==> config.mk <==
export PLATFORM = sky130hd
export DESIGN_NAME = vedic_8x8_seq
export DESIGN_NICKNAME = d
export VERILOG_FILES = /design/src/rtl/vedic_pkg.sv /design/src/rtl/vedic_4x4.sv /design/src/rtl/vedic_8x8_seq.sv
export SDC_FILE = /design/constraint.sdc
export NUM_CORES = 1
export LEC_CHECK = 0
export BUFFER_PORTS_ARGS = -buffer_cell sky130_fd_sc_hd__buf_2
export CORE_ASPECT_RATIO = 0.8
export CORE_MARGIN = 1.5
export CORE_UTILIZATION = 30
export DETAILED_ROUTE_END_ITERATION = 7
export SYNTH_ARGS = -nofsm -noshare
export SYNTH_HDL_FRONTEND = slang
export SYNTH_SLANG_ARGS = --single-unit
==> constraint.sdc <==
create_clock -name clk -period 5.75 [get_ports clk]
set_input_delay 0.575 -clock clk [delete_from_list [all_inputs] [get_ports clk]]
set_output_delay 0.575 -clock clk [all_outputs]
set_load 0.02 [all_outputs]
==> src/rtl/vedic_pkg.sv <==
// vedic_pkg -- shared definitions for the sequential 8x8 Vedic multiplier.
//   OP_W   : operand width (8)
//   HALF_W : nibble width fed to the 4x4 core (4)
//   PROD_W : product / accumulator width (16)
//   state_e: control FSM states IDLE, MUL, DONE
package vedic_pkg;

  localparam int OP_W   = 8;
  localparam int HALF_W = 4;
  localparam int PROD_W = 16;

  typedef enum logic [1:0] {
    IDLE = 2'd0,
    MUL  = 2'd1,
    DONE = 2'd2
  } state_e;

endpackage

==> src/rtl/vedic_4x4.sv <==
// vedic_4x4 -- combinational 4x4 unsigned Vedic (Urdhva Tiryagbhyam) multiplier
// built from four vedic_2x2 cells.
//   a, b : 4-bit operands
//   p    : 8-bit product a*b
//
// vedic_2x2 -- 2x2 Vedic cell: vertical and crosswise products with a single
// half-adder chain.
//   a, b : 2-bit operands
//   p    : 4-bit product a*b

module vedic_2x2 (
  input  logic [1:0] a,
  input  logic [1:0] b,
  output logic [3:0] p
);

  logic cross_c;

  assign cross_c = (a[1] & b[0]) & (a[0] & b[1]);
  assign p[0]    = a[0] & b[0];
  assign p[1]    = (a[1] & b[0]) ^ (a[0] & b[1]);
  assign p[2]    = (a[1] & b[1]) ^ cross_c;
  assign p[3]    = (a[1] & b[1]) & cross_c;

endmodule

module vedic_4x4 (
  input  logic [3:0] a,
  input  logic [3:0] b,
  output logic [7:0] p
);

  logic [3:0] q_ll;  // aL*bL
  logic [3:0] q_hl;  // aH*bL
  logic [3:0] q_lh;  // aL*bH
  logic [3:0] q_hh;  // aH*bH

  vedic_2x2 u_ll (.a(a[1:0]), .b(b[1:0]), .p(q_ll));
  vedic_2x2 u_hl (.a(a[3:2]), .b(b[1:0]), .p(q_hl));
  vedic_2x2 u_lh (.a(a[1:0]), .b(b[3:2]), .p(q_lh));
  vedic_2x2 u_hh (.a(a[3:2]), .b(b[3:2]), .p(q_hh));

  // Crosswise terms carry weight 4, the high-high term weight 16; max 225 fits.
  assign p = {4'h0, q_ll}
           + {2'b00, q_hl, 2'b00}
           + {2'b00, q_lh, 2'b00}
           + {q_hh, 4'h0};

endmodule

==> src/rtl/vedic_8x8_seq.sv <==
// vedic_8x8_seq -- sequential 8x8 unsigned multiplier that time-shares one
// combinational vedic_4x4 core over four nibble partial products.
//   clk       : clock, rising edge
//   rst_n     : asynchronous active-low reset
//   in_valid  : operands on a/b valid
//   in_ready  : high in IDLE only
//   a, b      : 8-bit operands, latched on accept
//   out_valid : p holds a completed product (DONE)
//   out_ready : consumer accepts p
//   p         : registered 16-bit product, held after the handshake
//   busy      : high in MUL or DONE
// Accept edge -> 4 MUL edges (last one writes p) -> DONE until out_ready.

import vedic_pkg::*;

module vedic_8x8_seq (
  input  logic                clk,
  input  logic                rst_n,
  input  logic                in_valid,
  output logic                in_ready,
  input  logic [OP_W-1:0]     a,
  input  logic [OP_W-1:0]     b,
  output logic                out_valid,
  input  logic                out_ready,
  output logic [PROD_W-1:0]   p,
  output logic                busy
);

  state_e              state_q, state_d;
  logic [OP_W-1:0]     a_q, b_q;
  logic [PROD_W-1:0]   acc_q;
  logic [PROD_W-1:0]   p_q;
  logic [1:0]          step_q;

  logic [HALF_W-1:0]   a_nib, b_nib;
  logic [OP_W-1:0]     pp;
  logic [PROD_W-1:0]   pp_shift;
  logic [PROD_W-1:0]   acc_sum;

  // step[0] selects the a nibble, step[1] the b nibble, giving the order
  // aL*bL, aH*bL, aL*bH, aH*bH.
  assign a_nib = step_q[0] ? a_q[OP_W-1:HALF_W] : a_q[HALF_W-1:0];
  assign b_nib = step_q[1] ? b_q[OP_W-1:HALF_W] : b_q[HALF_W-1:0];

  vedic_4x4 u_core (.a(a_nib), .b(b_nib), .p(pp));

  // NOTE: every always_comb output gets a default first so no path leaves it
  // unassigned, which would otherwise infer a latch.
  always_comb begin
    pp_shift = {8'h00, pp};
    case (step_q)
      2'd1, 2'd2: pp_shift = {4'h0, pp, 4'h0};
      2'd3:       pp_shift = {pp, 8'h00};
      default:    pp_shift = {8'h00, pp};
    endcase
  end

  // Cannot overflow: the largest final sum is 0xFE01.
  assign acc_sum = acc_q + pp_shift;

  always_comb begin
    state_d = state_q;
    case (state_q)
      IDLE:    if (in_valid)       state_d = MUL;
      MUL:     if (step_q == 2'd3) state_d = DONE;
      DONE:    if (out_ready)      state_d = IDLE;
      default:                     state_d = IDLE;
    endcase
  end

  // NOTE: sequential state uses non-blocking assignments so every register
  // samples pre-edge values regardless of statement order.
  always_ff @(posedge clk or negedge rst_n) begin
    if (!rst_n) state_q <= IDLE;
    else        state_q <= state_d;
  end

  always_ff @(posedge clk or negedge rst_n) begin
    if (!rst_n) begin
      a_q    <= '0;
      b_q    <= '0;
      acc_q  <= '0;
      p_q    <= '0;
      step_q <= 2'd0;
    end else begin
      case (state_q)
        IDLE: begin
          if (in_valid) begin
            a_q    <= a;
            b_q    <= b;
            acc_q  <= '0;
            step_q <= 2'd0;
          end
        end
        MUL: begin
          acc_q  <= acc_sum;
          step_q <= step_q + 2'd1;
          if (step_q == 2'd3) p_q <= acc_sum;
        end
        default: ;
      endcase
    end
  end

  assign in_ready  = (state_q == IDLE);
  assign out_valid = (state_q == DONE);
  assign busy      = (state_q == MUL) || (state_q == DONE);
  assign p         = p_q;

endmodule

Word level (Yosys, flattened, before mapping)
Cells that the tools add are included.
Widths: inputs -> output; s select.
- output and inout bits: 19
- register bits: 52
- input port bits: 20
- equal/unequal tests: 8
- bitwise operators: 32
- add/sub/neg operators: 5
- multiplexer cells: 11
- reduce and logical (&&, ||, !) cells: 8
- operators by type and width (operator ; count):
    $pmux 16 s2 ; 2
    $and 1x1->1 ; 24
    $add 16x16->16 ; 1
    $mux 16 ; 1
    $add 8x6->8 ; 1
    $add 8x8->8 ; 1
    $mux 2 ; 4
    $mux 4 ; 2
    $xor 1x1->1 ; 8
    $add 4x6->7 ; 1
    $eq 2x2->1 const B ; 3
    $pmux 2 s3 ; 1
    $reduce_and 2->1 ; 3
    $eq 2x1->1 const B ; 2
    $ne 2x2->1 const B ; 2
    $pmux 2 s2 ; 1
    $reduce_and 3->1 ; 1
    $add 2x1->2 const B ; 1
    $logic_not 2->1 ; 1
    $ne 2x1->1 const B ; 1
    $reduce_bool 2->1 ; 1
    $reduce_or 2->1 ; 1
    $logic_or 1x1->1 ; 1

Longest topological paths before layout
- word-level depth: 10
- gate-level depth with buffers: 28

Cells and area by module
Synthesis repeated with hierarchy kept, for this count alone.
- cells, all modules: 310
- area total of the unflattened synthesis: 3326.9 µm²
- by module, submodules not included (module ; times used ; cells each ; sequential area each (µm²) ; area an instance (µm²)):
    vedic_8x8_seq ; 1 ; 259 ; 1301.2 ; 2877.8
    vedic_4x4 ; 1 ; 27 ; 0.0 ; 249.0
    vedic_2x2 ; 4 ; 6 ; 0.0 ; 50.0

Worst setup path after synthesis
Ideal clock, no wire load.
- kind: reg2reg
- from: register step_q[0]
- to: register p_q[15], in the netlist p[15]
- required time: 5.629 ns
- clock period less this slack: 5.569 ns
- setup time: 0.121 ns
- cell stages (with the launch flop): 27
- arrival time: 5.448 ns
- setup slack: 0.181 ns
- path through: dfrtp_1 clkbuf_1 mux2i_1 nor2_1 ha_1 ha_1 ha_1 inv_1 fa_1 xor2_1 fa_1 fa_1 nor2b_1 o21a_1 or3_4 and2_1 a22oi_1 nor2_1 ha_1 clkbuf_1 o21a_1 a2bb2oi_1 a21o_2 a31oi_1 xnor2_1 xor2_1 o21ai_1
- longest elaborated chain between the ends: 9
- RTL lines (what ; line ; RTL):
    from (decl) ; vedic_8x8_seq.sv:33 ; logic [1:0] step_q;
    from (signal assigned) ; vedic_8x8_seq.sv:97 ; step_q <= step_q + 2'd1;
    $mux 4 ; vedic_8x8_seq.sv:42 ; assign a_nib = step_q[0] ? a_q[OP_W-1:HALF_W] : a_q[HALF_W-1:0];
    $and 1x1->1 ; vedic_4x4.sv:19, vedic_4x4.sv:21 ;
    $and 1x1->1 ; vedic_4x4.sv:19 ; assign cross_c = (a[1] & b[0]) & (a[0] & b[1]);
    $xor 1x1->1 or $and 1x1->1 (tied branches) ; vedic_4x4.sv:22, vedic_4x4.sv:23 ;
    $add 4x6->7 ; vedic_4x4.sv:45 ; + {2'b00, q_hl, 2'b00}
    $add 8x6->8 ; vedic_4x4.sv:46 ; + {2'b00, q_lh, 2'b00}
    $add 8x8->8 ; vedic_4x4.sv:47 ; + {q_hh, 4'h0};
    $pmux 16 s2 ; vedic_8x8_seq.sv:51 ; case (step_q)
    $add 16x16->16 ; vedic_8x8_seq.sv:59 ; assign acc_sum = acc_q + pp_shift;
    to (signal assigned) ; vedic_8x8_seq.sv:98 ; if (step_q == 2'd3) p_q <= acc_sum;
    to (decl) ; vedic_8x8_seq.sv:32 ; logic [PROD_W-1:0] p_q;
Several ways; a longest one is shown, not always the timed one.
A chain may end at the register's enable or synchronous reset.

Final worst setup path
- from: register step_q[0]
- to: register acc_q[15]
- longest elaborated chain between the ends: 10
- RTL lines (what ; line ; RTL):
    $mux 4 ; vedic_8x8_seq.sv:42 ;
    $and 1x1->1 ; vedic_4x4.sv:19, vedic_4x4.sv:21 ;
    $and 1x1->1 ; vedic_4x4.sv:19 ;
    $xor 1x1->1 or $and 1x1->1 (tied branches) ; vedic_4x4.sv:22, vedic_4x4.sv:23 ;
    $add 4x6->7 ; vedic_4x4.sv:45 ;
    $add 8x6->8 ; vedic_4x4.sv:46 ;
    $add 8x8->8 ; vedic_4x4.sv:47 ;
    $pmux 16 s2 * ; vedic_8x8_seq.sv:51 ;
    $add 16x16->16 * ; vedic_8x8_seq.sv:59 ;
    $pmux 16 s2 * ; vedic_8x8_seq.sv:86 ; case (state_q)
    to (signal assigned) ; vedic_8x8_seq.sv:96 ; acc_q <= acc_sum;
    to (decl) ; vedic_8x8_seq.sv:31 ; logic [PROD_W-1:0] acc_q;
Every way passes the cells marked *; elsewhere a longest branch is shown, timed or not.

==> summary.md <==
| Metric | Value |
|---|---|
| Outcome | `finished clean` |
| Drt drc | `0` |
| Post-synth EDFFs | `0` |
| Grt total ovfl | `0` |
| HP Class | `in -> async` |
| FF-to-FF Start | `step_q[0]$_DFFE_PN0P_` |
| Clock tree from TritonCTS | `built` |
| Drt first-iter violations | `150` |
| Top Family by Delay on Critical Path | `adder cells` |
| Clock skew | `between 0.01 and 0.015 ns` |
| First-pass GRT wire length | `13,300 µm` |
| Final GP Congestion | `approximately 0.84` |
| Routed Antenna Nets | `0` |
| Synth Instances | `roughly 360` |
| Final instance count without filler cells | `558` |
| Required time worst endpoint | `just under 6 ns` |
| Placed Area | `0.00391 mm²` |
| CTS H-tree lvls | `2` |
| Initial Util | `a little under a third` |
| # nets final | `470` |
| Vias in the first global route | `about 2.7k` |
| Largest net degree at the start of global routing | `53` |
| Dpl ws | `-0.0482 ns` |
| Synth Area per Inst | `9.77 µm²` |
| Final setup fails | `0` |
| Crit Path Category | `reg -> reg` |
| Fraction of registers with async set or reset after synthesis | `100%` |
| Critical Path Max Stage Delay | `approximately 0.54 ns` |
| Metal3 WL | `between 300 and 400 µm` |
| Max FO, Critical Path | `6` |
| Main synth FF type | `dfrtp_1` |
| IO Port Bufs | `38` |
| Final Hold Vio Count | `0` |
| Filler Cell Count | `about 1.1k` |
| Worst Tran Pin Value | `0.900 ns` |
| Peak Freq | `181 MHz` |
| Synth unique cells | `51` |
| Clock transition at the registers of the reported paths | `around 0.080 ns` |
| Post-layout minimum cycle time | `approximately 5.5 ns` |
| Buffers & Inverters on Critical Path | `1` |
| DP Cell Count | `~540` |
| Die Span Y | `~100 µm` |
| CP Depth | `24` |
| Sequential element share of the synthesized area | `between 30% and 40%` |
| Adder-Cell Fraction of Synth Area | `between 10% and 20%` |
| Simple-gate share of the synthesized area | `about an eighth` |
| CTS buffer count | `5` |
| I/O pin count | `39` |
| Synthesized net count | `about 430` |
| CP endpoint kind | `flip-flop` |
| Met1 Wirelength | `approximately 4100 µm` |
| Die area | `0.0125 mm²` |
| FF+latch count, synth | `52` |
| Worst r2r path cells | `24` |
| Met2 wire length | `around 3600 µm` |
| Horiz. Die Dim | `125 µm` |
| Pre-antenna DRT Iters | `5` |
| Via-per-instance ratio | `between 5 and 6` |
| Post-synthesis compound-gate area fraction | `15.0%` |
| Period utilization | `roughly 96%` |
| Top sig layer | `met4` |
| CTS Sinks | `52` |
| Max clock buf depth | `2` |
| N_diodes | `0` |
| Core area | `about 0.012 mm²` |
| Critical Path Most Common Cell | `ha_1` |
| Clock latency at the later pin of the worst-skew pair | `roughly 0.29 ns` |
| Total GRT Usage | `roughly 13%` |
| Synth Area in XOR/XNOR | `roughly 4.2%` |
| Post-synthesis mux area share | `11.0%` |
| Via count | `around 2.8k` |
| Final Routed Wirelength | `approximately 8200 µm` |
| Fin. max-slew vios | `0` |
| Final Cell Area | `0.00426 mm²` |
| Clk root buf | `clkbuf_16` |
| Final HPWL DP | `roughly 6000 µm` |
| Row cnt | `35` |
| Synth warnings | `0` |
| Routed wire per std cell | `between 10 and 15 µm` |
| Worst Slack Setup Final | `0.223 ns` |
| Post-Synthesis Cell Area | `0.00356 mm²` |
| Worst Path Arrival | `between 5 and 6 ns` |
| Largest family of logic cells by synthesized area | `adder cells` |
| Area Growth Syn to Fin | `19.7%` |
| Max-capacitance violation count | `0` |
| Ratio of cells with drive above 1 in the final layout | `between 20 and 30%` |
| Initial antenna violation count | `0` |
| Crit-path cells | `mux2i_4 -> nor2_1 -> ha_1 -> ha_1 -> ha_2 -> inv_1 -> fa_1 -> xor2_1 -> fa_1 -> fa_2 -> nor2b_1 -> o21a_1 -> or3_4 -> and2_1 -> nand2_1 -> o21ai_0 -> ha_1 -> nand3_2 -> o221ai_2 -> a2111o_1 -> a31oi_4 -> xnor2_2 -> nor2_1 -> o21a_1` |
| Critical Path Source Type | `flip-flop` |
| Worst path slowest cell | `fa_1` |
| Worst Setup SP | `step_q[0]$_DFFE_PN0P_` |
| Slew HR | `38.8%` |
-- logic make-up (layout without fill, tap and decap cells) --
| family | after synthesis | in the layout |
|---|---|---|
| and+or+nand+nor | 100 | 100 |
| buffers and inverters | 39 | 85 |
| muxes | 36 | 36 |
| xor gates and xnor gates | 17 | 17 |
| AOI/OAI and AO/OA | 79 | 79 |
| DFF | 52 | 52 |
| adders and majority gates | 41 | 41 |
-- flip-flops by register name, indices dropped and copies added (netlist names) --
signal	cells
acc_q	16
step_q	2
p	16
b_q	8
a_q	8
state_q	2
-- routing by layer --
metal	global-route usage (%)	up-vias
li1	-	1373
met1	19.3	1368
met2	19.5	47
met3	2.19	10
met4	3.27	0
met5	0	-
-- cells in the mapped netlist (7+ instances only) --
cell       n  area (µm²)
and2_1     7        43.8
mux2_2    24         270
dfrtp_1   52        1300
ha_1      36         450
a22o_1     9        78.8
inv_1     25        93.8
a21oi_1   15        75.1
mux2i_1   12         120
xnor2_1   12         105
clkbuf_1  12        45.0
nor2_1    26        97.6
o21ai_0   22         110
nand2_1   40         150
-- cells in the final DEF, fill, tap and decap left out, types with 5 or more instances in the layout --
| cell type | netlist | routed |
|---|---|---|
| a21oi_1 | 15 | 10 |
| inv_1 | 25 | 24 |
| mux2_2 | 24 | 24 |
| dfrtp_1 | 52 | 50 |
| mux2i_1 | 12 | 6 |
| o21ai_0 | 22 | 20 |
| buf_4 | 0 | 14 |
| clkbuf_16 | 0 | 5 |
| buf_2 | 0 | 38 |
| a22o_1 | 9 | 9 |
| and2_1 | 7 | 7 |
| nor2_1 | 26 | 26 |
| ha_1 | 36 | 33 |
| nand2_1 | 40 | 40 |
| a21oi_2 | 1 | 6 |
| xnor2_1 | 12 | 11 |
| xor2_1 | 5 | 5 |
-- through the flow --
| stage | hold slack, ns | setup TNS (ns) | util, % |
|---|---|---|---|
| after floorplan | 0.279 | 0 | - |
| after CTS | 0.441 | 0 | 35.3 |
| after global routing | 0.470 | -0.117 | 36.9 |
| after global placement | 0.461 | 0 | 33.9 |
| after detailed placement | 0.466 | -0.100 | 33.9 |
| final | 0.388 | 0 | 36.9 |
-- layout make-up --
type	instances	area [µm²]	share of cell area, %
clock inverters	3	26.3	0.617
multi-input cells	273	2230	52.3
well taps	148	185	4.35
flip-flops and latches	52	1300	30.6
clock buffers	5	125	2.94
repair buffers	52	295	6.94
inverters	25	93.8	2.21
-- worst register-to-register path, stage by stage (launching register included) --
cell      delay [ns]
dfrtp_2         0.48
mux2i_4         0.30
nor2_1          0.07
ha_1            0.18
ha_1            0.27
ha_2            0.19
inv_1           0.05
fa_1            0.38
xor2_1          0.18
fa_1            0.54
fa_2            0.23
nor2b_1         0.05
o21a_1          0.17
or3_4           0.34
and2_1          0.18
nand2_1         0.06
o21ai_0         0.08
ha_1            0.38
nand3_2         0.13
o221ai_2        0.14
a2111o_1        0.43
a31oi_4         0.20
xnor2_2         0.14
nor2_1          0.06
o21a_1          0.18
-- worst paths after layout --
kind | endpoint | slack [ns]
worst max-delay path | acc_q[15]$_DFFE_PN0P_ | 0.22
worst min-delay path | acc_q[15]$_DFFE_PN0P_ | 0.39
worst max register to register | acc_q[15]$_DFFE_PN0P_ | 0.22
worst min register to register | p[1]$_DFFE_PN0P_ | 0.47
max in group asynchronous | step_q[0]$_DFFE_PN0P_ | 4.85
min in group clk | p[1]$_DFFE_PN0P_ | 0.47
-- timing repair --
item | 4_1_cts | 5_1_grt
pin swaps | 0 | 12
resized for setup | 3 | 27
hold endpoints to repair | 0 | 0
hold buffers | 0 | 0
setup endpoints to repair | 3 | 12
setup buffers | 0 | 8
Power is not shown: default switching activity piles up to over one toggle a cycle in this logic, so the estimate is an artifact.
